### src/rtl/instr_fetch.sv
// Fetch stage: owns the PC, issues in-order word reads to instruction memory and
// queues returned {pc, instruction} pairs for decode; redirects flush and re-steer.
module instr_fetch #(
  parameter int                    INSTRUCTION_WIDTH = 32,
  parameter int                    ADDR_WIDTH        = 32,
  parameter logic [ADDR_WIDTH-1:0] RESET_PC          = '0,
  parameter int                    DEPTH             = 4
) (
  input  logic                         clk,
  input  logic                         rst,
  output logic                         imem_req_valid,
  input  logic                         imem_req_ready,
  output logic [ADDR_WIDTH-1:0]        imem_req_addr,
  input  logic                         imem_rsp_valid,
  input  logic [INSTRUCTION_WIDTH-1:0] imem_rsp_data,
  input  logic                         redirect_valid,
  input  logic [ADDR_WIDTH-1:0]        redirect_pc,
  output logic                         out_valid,
  input  logic                         out_ready,
  output logic [INSTRUCTION_WIDTH-1:0] out_instruction,
  output logic [ADDR_WIDTH-1:0]        out_pc
);

  localparam int CW = $clog2(DEPTH + 1);
  localparam int PW = $clog2(DEPTH);

  logic [ADDR_WIDTH-1:0]        pc_q, pc_d;
  logic [CW-1:0]                outst_q, outst_d;
  logic [CW-1:0]                discard_q, discard_d;
  logic [CW-1:0]                fcnt_q, fcnt_d;
  logic [PW-1:0]                frd_q, frd_d, fwr_q, fwr_d;
  logic [PW-1:0]                trd_q, trd_d, twr_q, twr_d;

  logic [ADDR_WIDTH-1:0]        fifo_pc_q  [DEPTH];
  logic [INSTRUCTION_WIDTH-1:0] fifo_ins_q [DEPTH];
  logic [ADDR_WIDTH-1:0]        tag_q      [DEPTH];

  logic [CW:0] inflight;
  logic        fifo_empty, req_fire, rsp_seen, fifo_push, out_fire;
  logic [1:0]  unused_redirect_lsb;

  function automatic logic [PW-1:0] ptr_inc(input logic [PW-1:0] p);
    return (p == PW'(DEPTH - 1)) ? '0 : p + PW'(1);
  endfunction

  assign unused_redirect_lsb = redirect_pc[1:0];

  // Discarded requests still occupy a slot in inflight, so every live response
  // is guaranteed a FIFO entry.
  always_comb begin
    inflight        = {1'b0, outst_q} + {1'b0, fcnt_q};
    fifo_empty      = (fcnt_q == '0);
    imem_req_valid  = !rst && !redirect_valid && (inflight < (CW+1)'(DEPTH));
    imem_req_addr   = pc_q;
    req_fire        = imem_req_valid && imem_req_ready;
    rsp_seen        = !rst && imem_rsp_valid && (outst_q != '0);
    fifo_push       = rsp_seen && !redirect_valid && (discard_q == '0);
    out_valid       = !rst && !fifo_empty && !redirect_valid;
    out_fire        = out_valid && out_ready;
    out_pc          = (!rst && !fifo_empty) ? fifo_pc_q[frd_q]  : '0;
    out_instruction = (!rst && !fifo_empty) ? fifo_ins_q[frd_q] : '0;
  end

  always_comb begin
    pc_d      = pc_q;
    outst_d   = outst_q + CW'(req_fire) - CW'(rsp_seen);
    discard_d = discard_q;
    frd_d     = frd_q;
    fwr_d     = fwr_q;
    trd_d     = trd_q;
    twr_d     = twr_q;
    fcnt_d    = fcnt_q + CW'(fifo_push) - CW'(out_fire);
    if (req_fire) begin
      pc_d  = pc_q + ADDR_WIDTH'(4);
      twr_d = ptr_inc(twr_q);
    end
    if (rsp_seen && discard_q != '0) begin
      discard_d = discard_q - CW'(1);
    end
    if (fifo_push) begin
      trd_d = ptr_inc(trd_q);
      fwr_d = ptr_inc(fwr_q);
    end
    if (out_fire) begin
      frd_d = ptr_inc(frd_q);
    end
    // Everything still owed by memory after this cycle belongs to the old path.
    if (redirect_valid) begin
      pc_d      = {redirect_pc[ADDR_WIDTH-1:2], 2'b00};
      discard_d = outst_d;
      frd_d     = '0;
      fwr_d     = '0;
      trd_d     = '0;
      twr_d     = '0;
      fcnt_d    = '0;
    end
  end

  always_ff @(posedge clk) begin
    if (rst) begin
      pc_q      <= RESET_PC;
      outst_q   <= '0;
      discard_q <= '0;
      fcnt_q    <= '0;
      frd_q     <= '0;
      fwr_q     <= '0;
      trd_q     <= '0;
      twr_q     <= '0;
    end else begin
      pc_q      <= pc_d;
      outst_q   <= outst_d;
      discard_q <= discard_d;
      fcnt_q    <= fcnt_d;
      frd_q     <= frd_d;
      fwr_q     <= fwr_d;
      trd_q     <= trd_d;
      twr_q     <= twr_d;
    end
  end

  always_ff @(posedge clk) begin
    if (req_fire) begin
      tag_q[twr_q] <= pc_q;
    end
    if (fifo_push) begin
      fifo_pc_q[fwr_q]  <= tag_q[trd_q];
      fifo_ins_q[fwr_q] <= imem_rsp_data;
    end
  end

  a_no_overflow: assert property (@(posedge clk) disable iff (rst)
    fifo_push |-> (fcnt_q != CW'(DEPTH)) || out_fire);

endmodule

### config.mk
export PLATFORM = sky130hd
export DESIGN_NAME = instr_fetch
export DESIGN_NICKNAME = d
export VERILOG_FILES = /design/src/rtl/instr_fetch.sv
export SDC_FILE = /design/constraint.sdc
export NUM_CORES = 1
export LEC_CHECK = 0
export CAP_MARGIN = 5
export CORE_MARGIN = 2
export CORE_UTILIZATION = 50
export DETAILED_ROUTE_END_ITERATION = 10
export GPL_TIMING_DRIVEN = 0
export PLACE_DENSITY = 0.7
export SYNTH_ARGS = -nofsm -noshare
export SYNTH_HDL_FRONTEND = slang
export SYNTH_SLANG_ARGS = --single-unit
### constraint.sdc
create_clock -name clk -period 6 [get_ports clk]
set_clock_uncertainty 0.2 [all_clocks]
set_input_delay 1.2 -clock clk [delete_from_list [all_inputs] [get_ports clk]]
set_output_delay 1.2 -clock clk [all_outputs]
set_load 0.02 [all_outputs]
After elaboration in Yosys (flattened, before gate mapping). Memory sizes are Yosys's and may differ from the RTL's. A register that Yosys moved wholly into a read port is not among the register bits. Cells that the tools add are included.

Bits in registers: 49. RAM bits: 384. Output and inout bits: 98. Memories: 3.

Memories: fifo_ins_q (depth 4, width 32, read ports 1, clocked after Yosys merged registers in 1, write ports 1, RTL line 35) `logic [INSTRUCTION_WIDTH-1:0] fifo_ins_q [DEPTH];`; fifo_pc_q (depth 4, width 32, read ports 1, clocked after Yosys merged registers in 1, write ports 1, RTL line 34) `logic [ADDR_WIDTH-1:0] fifo_pc_q [DEPTH];`; tag_q (depth 4, width 32, read ports 1, clocked after Yosys merged registers in 1, write ports 1, RTL line 36) `logic [ADDR_WIDTH-1:0] tag_q [DEPTH];`.

$add $sub $neg: 11. Magnitude comparators: 1. Equal/unequal tests: 4. Multiplexer cells: 20. Reduce and logical (&&, ||, !) cells: 21.

Operator list (count): 32-bit 2-to-1 mux (4); 32-bit by 3-bit adder with 32-bit output, second input constant (1); 2-bit 2-to-1 mux (10); 1-bit logical AND (11); 2-bit by 1-bit adder with 2-bit output, second input constant (4); 2-bit == test, second input constant (4); 3-bit by 1-bit adder with 3-bit output (2); 3-bit logical NOT (2); 3-bit 2-to-1 mux (2); 3-bit nonzero test (2); 3-bit by 1-bit subtractor with 3-bit output (2); 3-bit by 3-bit adder with 4-bit output (1); 4-bit by 3-bit < comparator with 1-bit output, second input constant (1); 1-bit 2-to-1 mux (4); 2-bit nonzero test (2); 1-bit logical NOT (3); 3-bit by 1-bit subtractor with 3-bit output, second input constant (1); 2-bit OR reduction (1).

Longest topological paths before layout. Gate-level depths: netlist (run 1).

Word-level depth: 7. Depth in mapped cells: 16. Depth with buffers taken out: 13.

Worst setup path before layout (run 1). No wires, ideal clock.

Path kind: input-to-reg. Start point: input port rst. End point: memory fifo_ins_q[0][0] (enable). Data arrival time: 3669 ps. Data required time: 5374 ps. Slack: 1704 ps. Cell stages on the path: 3. Path buffers: 0. Cells stage by stage: or3b_2 -> nor3_2 -> and2_1.

Longest elaborated chain between the ends: 7.

Ends and longest elaborated chain: start, declared (RTL line 10) `input logic rst,`; 1-bit logical NOT (RTL line 56) `rsp_seen = !rst && imem_rsp_valid && (outst_q != '0);`; 1-bit logical AND (2 in series) (RTL line 56); 1-bit logical AND (2 in series) (RTL line 57) `fifo_push = rsp_seen && !redirect_valid && (discard_q == '0);`; 1-bit 2-to-1 mux (RTL line 125) `if (fifo_push) begin`; 1-bit 2-to-1 mux (implied by the code) (RTL line 127) `fifo_ins_q[fwr_q] <= imem_rsp_data;`; end, declared (RTL line 35).

Every way passes these cells.

Worst setup path after layout (run 1).
Start point: input port rst. End point: output port out_instruction[10].

Longest elaborated chain between the ends: 3.

Ends and longest elaborated chain: 1-bit logical NOT (RTL line 61) `out_instruction = (!rst && !fifo_empty) ? fifo_ins_q[frd_q] : '0;`; 1-bit logical AND (RTL line 61); 32-bit 2-to-1 mux (RTL line 61); end, declared (RTL line 20) `output logic [INSTRUCTION_WIDTH-1:0] out_instruction,`.

Every way passes these cells.

==> flow_summary.json, run 1 <==
{
  "grt_antenna_before_repair": 1,
  "cts-htree-levels": 2,
  "fill_cells": 2345,
  "drc": 0,
  "status": "finished clean",
  "cts-root-buf": "clkbuf_16",
  "die_w_um": 186,
  "worst_slew_pin_slew_ns": 0.955,
  "dpl.hpwl_um": 20600,
  "area_delta_synth_final_pct": 22.1,
  "rows": 66,
  "power_density_mw_per_mm2": 308,
  "first_pass_iters": 5,
  "portBuffers": 161,
  "drv_slew": 0,
  "stdcell_count": 1606,
  "placed_cell_area_mm2": 0.0189,
  "clk_latency_ns": 0.54,
  "end_kind": "output pin",
  "post-route-min-period_ns": 5.54,
  "track_usage": 0.193,
  "synth.avg_cell_area_um2": 18.1,
  "finalInstanceArea_mm2": 0.0203,
  "placed_cells": 1528,
  "antennaDiodeCount": 0,
  "cp_max_fo": 10,
  "ir_worst_vdd_uv": 176,
  "rsz0062_at_grt": "false",
  "num_vias": 8880,
  "cp-start-kind": "primary input",
  "synth_ff_type": "edfxtp_1",
  "clk_path_buf_depth": 3,
  "async_flop_share": 0,
  "grt_pass1_vias": 8966,
  "cts_buffers": 42,
  "cts_resized": 0,
  "p_leak_nw": 6.40,
  "yosys-top-cells-area": "edfxtp_1 (67%), mux4_2 (12%), dfxtp_1 (6.2%)",
  "synth_area_leader_cell": "edfxtp_1",
  "coreArea_mm2": 0.0326,
  "wire_per_inst_um": 20.3,
  "dieArea_mm2": 0.0347,
  "grt_pass1_wl_um": 50200,
  "viasPerCell": 5.53,
  "path_clk_slew_ns": 0.06,
  "syn_inst": 918,
  "grt-ovfl-total": 0,
  "fmax_mhz": 180,
  "routed_wl_um": 32600,
  "die_h_um": 186,
  "cp.required_ns": 4.60,
  "synth.ff_latch_count": 419,
  "tritoncts_num_sinks": 419,
  "period_share": 0.924,
  "synth.top_cell.area_share": 0.666,
  "cts_tree": "done",
  "synth_area_mm2": 0.0166,
  "cts_setup_buffers": 0,
  "fin_nets": 1221,
  "min_path_type": "register to register",
  "synth_commonest_cells": "edfxtp_1 (368), mux4_2 (92), nor2b_1 (65), dfxtp_1 (51), nor2_1 (37)",
  "hold_viol": 0,
  "cts_hold_buf": 0,
  "gp_congestion": 0.910,
  "synth_edf_count": 368,
  "synth.most_common_cell": "edfxtp_1",
  "setup_viol": 0,
  "multi_input_area_mm2": 0.00424,
  "yosys_warnings": 0,
  "regArea_mm2": 0.0121,
  "yosysSeqAreaShare": 0.728,
  "drive_above_1_share": 0.168,
  "maxCapViolations": 0,
  "ys_types": 54,
  "drt_iter0_markers": 665,
  "grt_max_degree": 59,
  "crit_arrival_ns": 4.14,
  "criticalPathCategory": "primary input to output pin",
  "initial_utilization": 0.509,
  "maxSlewHeadroom": 0.363,
  "ant_nets": 0,
  "pin_count": 168
}
[cell usage in the layout, fill, tap and decap left out, drive strengths merged, types with 2 or more instances in the layout]
| master | instances |
|---|---|
| a211oi | 2 |
| a21oi | 26 |
| a22oi | 3 |
| a311oi | 2 |
| a31oi | 18 |
| a32oi | 6 |
| a41oi | 2 |
| and2 | 7 |
| and3 | 8 |
| buf | 23 |
| clkbuf | 90 |
| clkdlybuf4s50 | 161 |
| clkinv | 20 |
| conb | 4 |
| dfxtp | 51 |
| edfxtp | 368 |
| fa | 2 |
| ha | 19 |
| inv | 20 |
| mux2i | 4 |
| mux4 | 92 |
| nand2 | 36 |
| nand3 | 14 |
| nand4 | 12 |
| nor2 | 37 |
| nor2b | 65 |
| nor3 | 10 |
| nor4 | 5 |
| nor4b | 3 |
| o21ai | 18 |
| o311ai | 3 |
| or2 | 2 |
| or3 | 8 |
| or4 | 5 |
| xnor2 | 7 |
| xor2 | 2 |
[final timing paths]
kind | slack [ns] | depth (start not counted) | to | startpoint
hold reg to reg | 0.30 | 2 | twr_q[1]$_SDFFE_PP0P_ | twr_q[1]$_SDFFE_PP0P_
setup / recovery | 0.46 | 7 | out_instruction[10] | rst
setup reg to reg | 2.06 | 16 | discard_q[2]$_SDFFE_PP0P_ | fcnt_q[1]$_SDFF_PP0_
hold / removal | 0.30 | 2 | twr_q[1]$_SDFFE_PP0P_ | twr_q[1]$_SDFFE_PP0P_
[state kept, by name, summed over array words and instances, names as in the netlist, 3 cells and up, named ones only]
name and count:
discard_q 3, fcnt_q 3, fifo_ins_q 128, fifo_pc_q 120, imem_req_addr 30, outst_q 3
tag_q 120
[stage by stage]
step           hold slack (ns)  utilization  power [mW]  worst slack, ns  setup TNS [ns]
5_1_grt                  0.336        0.621        6.45            0.226               0
4_1_cts                  0.306        0.621        6.29            0.365               0
2_1_floorplan            0.254            -        3.58             1.70               0
6_report                 0.303        0.621        6.24            0.457               0
3_3_place_gp             0.287        0.575        3.75           -0.226          -51.67
3_5_place_dp             0.298        0.579        3.76            0.366               0
[cells by family after synthesis]
group / after synthesis / synth area share
flip-flops: 419 / 0.728
AND/OR/NAND/NOR: 218 / 0.0743
multiplexers: 96 / 0.127
AO/OA/AOI/OAI: 82 / 0.0305
buffers and inverters: 72 / 0.0186
adder cells (fa/ha/maj): 21 / 0.0167
XOR/XNOR: 9 / 0.00475
other: 1 / 0.000226
[where the power goes]
group | leakage (nW) | switching, mW | internal, mW
Combinational | 1.96 | 0.208 | 0.186
Clock | 0.684 | 1.05 | 1.49
Sequential | 3.76 | 0.0569 | 3.24
Total | 6.40 | 1.31 | 4.92
[worst max-delay path, cell delays in order]
cell and delay, ns:
clkdlybuf4s50_1 0.58, clkbuf_1 0.41, or2_2 0.19, clkbuf_1 0.59, clkbuf_1 0.48, nor2b_1 0.13, clkdlybuf4s50_1 0.56
[area by class of cell]
type	instances	share of cell area
Buffer	52	0.0115
Clock buffer	57	0.0613
Clock inverter	21	0.00630
Inverter	20	0.00371
Multi-Input combinational cell	430	0.209
Sequential cell	419	0.596
Tap cell	442	0.0273
Timing Repair Buffer	165	0.0850
[metal layers]
metal | vias to the layer above | part of all wire | global-route usage
li1 | 4048 | - | -
met1 | 4460 | 0.43 | 0.270
met2 | 314 | 0.48 | 0.317
met3 | 58 | 0.063 | 0.0319
met4 | 0 | 0.022 | 0.0570
met5 | - | 0 | 0
No activity file was read; power rests on OpenSTA's default activity.
==> run 2: changes to the inputs <==
--- a/config.mk
+++ b/config.mk
@@ -6,8 +6,10 @@
 export NUM_CORES = 1
 export LEC_CHECK = 0
 export CAP_MARGIN = 5
+export CORE_ASPECT_RATIO = 1.5
 export CORE_MARGIN = 2
 export CORE_UTILIZATION = 50
+export CTS_CLUSTER_DIAMETER = 60
 export DETAILED_ROUTE_END_ITERATION = 10
 export GPL_TIMING_DRIVEN = 0
 export PLACE_DENSITY = 0.7
==> run 2 against run 1 <==
Net effect: clock-buffer cell count grew 3; sequential power is essentially flat; flip-flop and latch count is the same; register-to-register slack worse by 0.16 ns; utilization shrank 0.71 points; combinational power about the same; maximum frequency down 0.24%; critical path type unchanged.
==> flow_summary.json, run 2 (synthesis gave the netlist of run 1 again) <==
{
  "mostFrequentLayoutCell": "edfxtp_1",
  "maxSlewHeadroom": 0.372,
  "crit_arrival_ns": 4.16,
  "cp-start-kind": "primary input",
  "post-route-min-period_ns": 5.56,
  "min_path_type": "register to register",
  "clk_path_buf_depth": 3,
  "cts-htree-levels": 2,
  "criticalPathCategory": "primary input to output pin",
  "setup_slack_ns": 0.444,
  "cts_buffers": 38,
  "gp_congestion": 0.884,
  "rrSetupSlack_ns": 1.90,
  "path_clk_slew_ns": 0.06,
  "r2r_start": "fcnt_q[1]$_SDFF_PP0_",
  "pin_count": 168,
  "fill_cells": 2404,
  "track_usage": 0.191,
  "grt-ovfl-total": 0,
  "cts-root-buf": "clkbuf_16",
  "drt_iter0_markers": 524,
  "cts_setup_buffers": 0,
  "fin_nets": 1217,
  "die_h_um": 227,
  "status": "finished clean",
  "die_w_um": 153,
  "grt_pass1_vias": 9324,
  "hold_viol": 0,
  "wire_per_inst_um": 20.9,
  "hold_depth": 2,
  "p_leak_nw": 6.29,
  "fmax_mhz": 180,
  "cp.required_ns": 4.60,
  "antennaDiodeCount": 0,
  "viasPerCell": 5.64,
  "clk_latency_ns": 0.52,
  "stdcell_count": 1569,
  "coreArea_mm2": 0.0326,
  "grt_pass1_wl_um": 51100,
  "maxCapViolations": 0,
  "largest-register": "fifo_ins_q",
  "initial_utilization": 0.508,
  "rsz0062_at_grt": "false",
  "cts_hold_buf": 0,
  "worst_slew_pin_slew_ns": 0.938,
  "power_density_mw_per_mm2": 299,
  "fin_setup_tns_ns": 0,
  "drv_slew": 0,
  "setup_viol": 0,
  "num_vias": 8847,
  "top_regs": "fifo_ins_q: 128 flops, fifo_pc_q: 120 flops, tag_q: 120 flops",
  "end_kind": "output pin",
  "rows": 81,
  "r2r_end": "discard_q[2]$_SDFFE_PP0P_",
  "regArea_mm2": 0.0121,
  "dpl.hpwl_um": 21700,
  "finalInstanceArea_mm2": 0.0200,
  "worst_hold_path.endpoint": "frd_q[1]$_SDFFE_PP0P_",
  "routed_wl_um": 32800,
  "cp_max_fo": 10,
  "reg2reg_depth": 16,
  "drive_above_1_share": 0.157,
  "postLayoutCoreUtil": 0.614,
  "drc": 0,
  "holdCritStartpoint": "frd_q[1]$_SDFFE_PP0P_",
  "placed_cells": 1501,
  "ant_nets": 0,
  "grt_max_degree": 47,
  "ir_worst_vdd_uv": 207,
  "portBuffers": 161,
  "cts_tree": "done",
  "p_total_mw": 5.99,
  "hold_ws_ns": 0.304,
  "post-place-ws_ns": 0.337,
  "dieArea_mm2": 0.0347,
  "largest_reg_flops": 128,
  "area_delta_synth_final_pct": 20.8,
  "period_share": 0.926,
  "grt_antenna_before_repair": 0,
  "placed_cell_area_mm2": 0.0189,
  "tritoncts_num_sinks": 419,
  "cts_resized": 0,
  "layout_common_cells": "edfxtp_1 (368), clkdlybuf4s50_1 (161), mux4_2 (92), nor2b_1 (65), dfxtp_1 (51)",
  "first_pass_iters": 5,
  "multi_input_area_mm2": 0.00424
}
## run 2: power by group
part	switching (mW)	leakage (nW)	total [mW]	internal, mW
combinational	0.209	1.96	0.396	0.186
sequential	0.0540	3.76	3.30	3.24
clock	0.979	0.577	2.30	1.32
total	1.24	6.29	5.99	4.75
## run 2: critical path, stage by stage
cell and delay, ns:
clkdlybuf4s50_1 0.56, clkbuf_1 0.40, or2_2 0.19, clkbuf_1 0.60, clkbuf_1 0.48, nor2b_1 0.14
clkdlybuf4s50_1 0.57
## run 2: area by class of cell
type                    count  share of cell area
plain buffers              52              0.0116
clock buffers              60              0.0557
clock inverters             8             0.00318
inverters                  20             0.00375
multi-input cells         430               0.211
flip-flops and latches    419               0.602
well taps                 415              0.0259
repair buffers            165              0.0859
## run 2: per-layer routing
| metal | up-vias | routed length [um] | global-route usage | part of all wire |
|---|---|---|---|---|
| met1 | 4475 | 12800 | 0.231 | 0.39 |
| met3 | 52 | 1530 | 0.0286 | 0.047 |
| li1 | 4059 | - | - | - |
| met4 | 0 | 762 | 0.0606 | 0.023 |
| met5 | - | 0 | 0 | 0 |
| met2 | 261 | 17700 | 0.355 | 0.54 |
## run 2: worst max path at each step
stage               start                           to  slack (ns)  cells after the start
floorplan             rst   fifo_ins_q[0][0]$_DFFE_PP_        1.70                      3
global placement      rst  fifo_ins_q[0][24]$_DFFE_PP_       -0.32                      4
detailed placement    rst          out_instruction[27]        0.34                      7
CTS                   rst          out_instruction[27]        0.34                      7
global route          rst                   out_pc[11]        0.21                      7
finish                rst          out_instruction[27]        0.44                      7
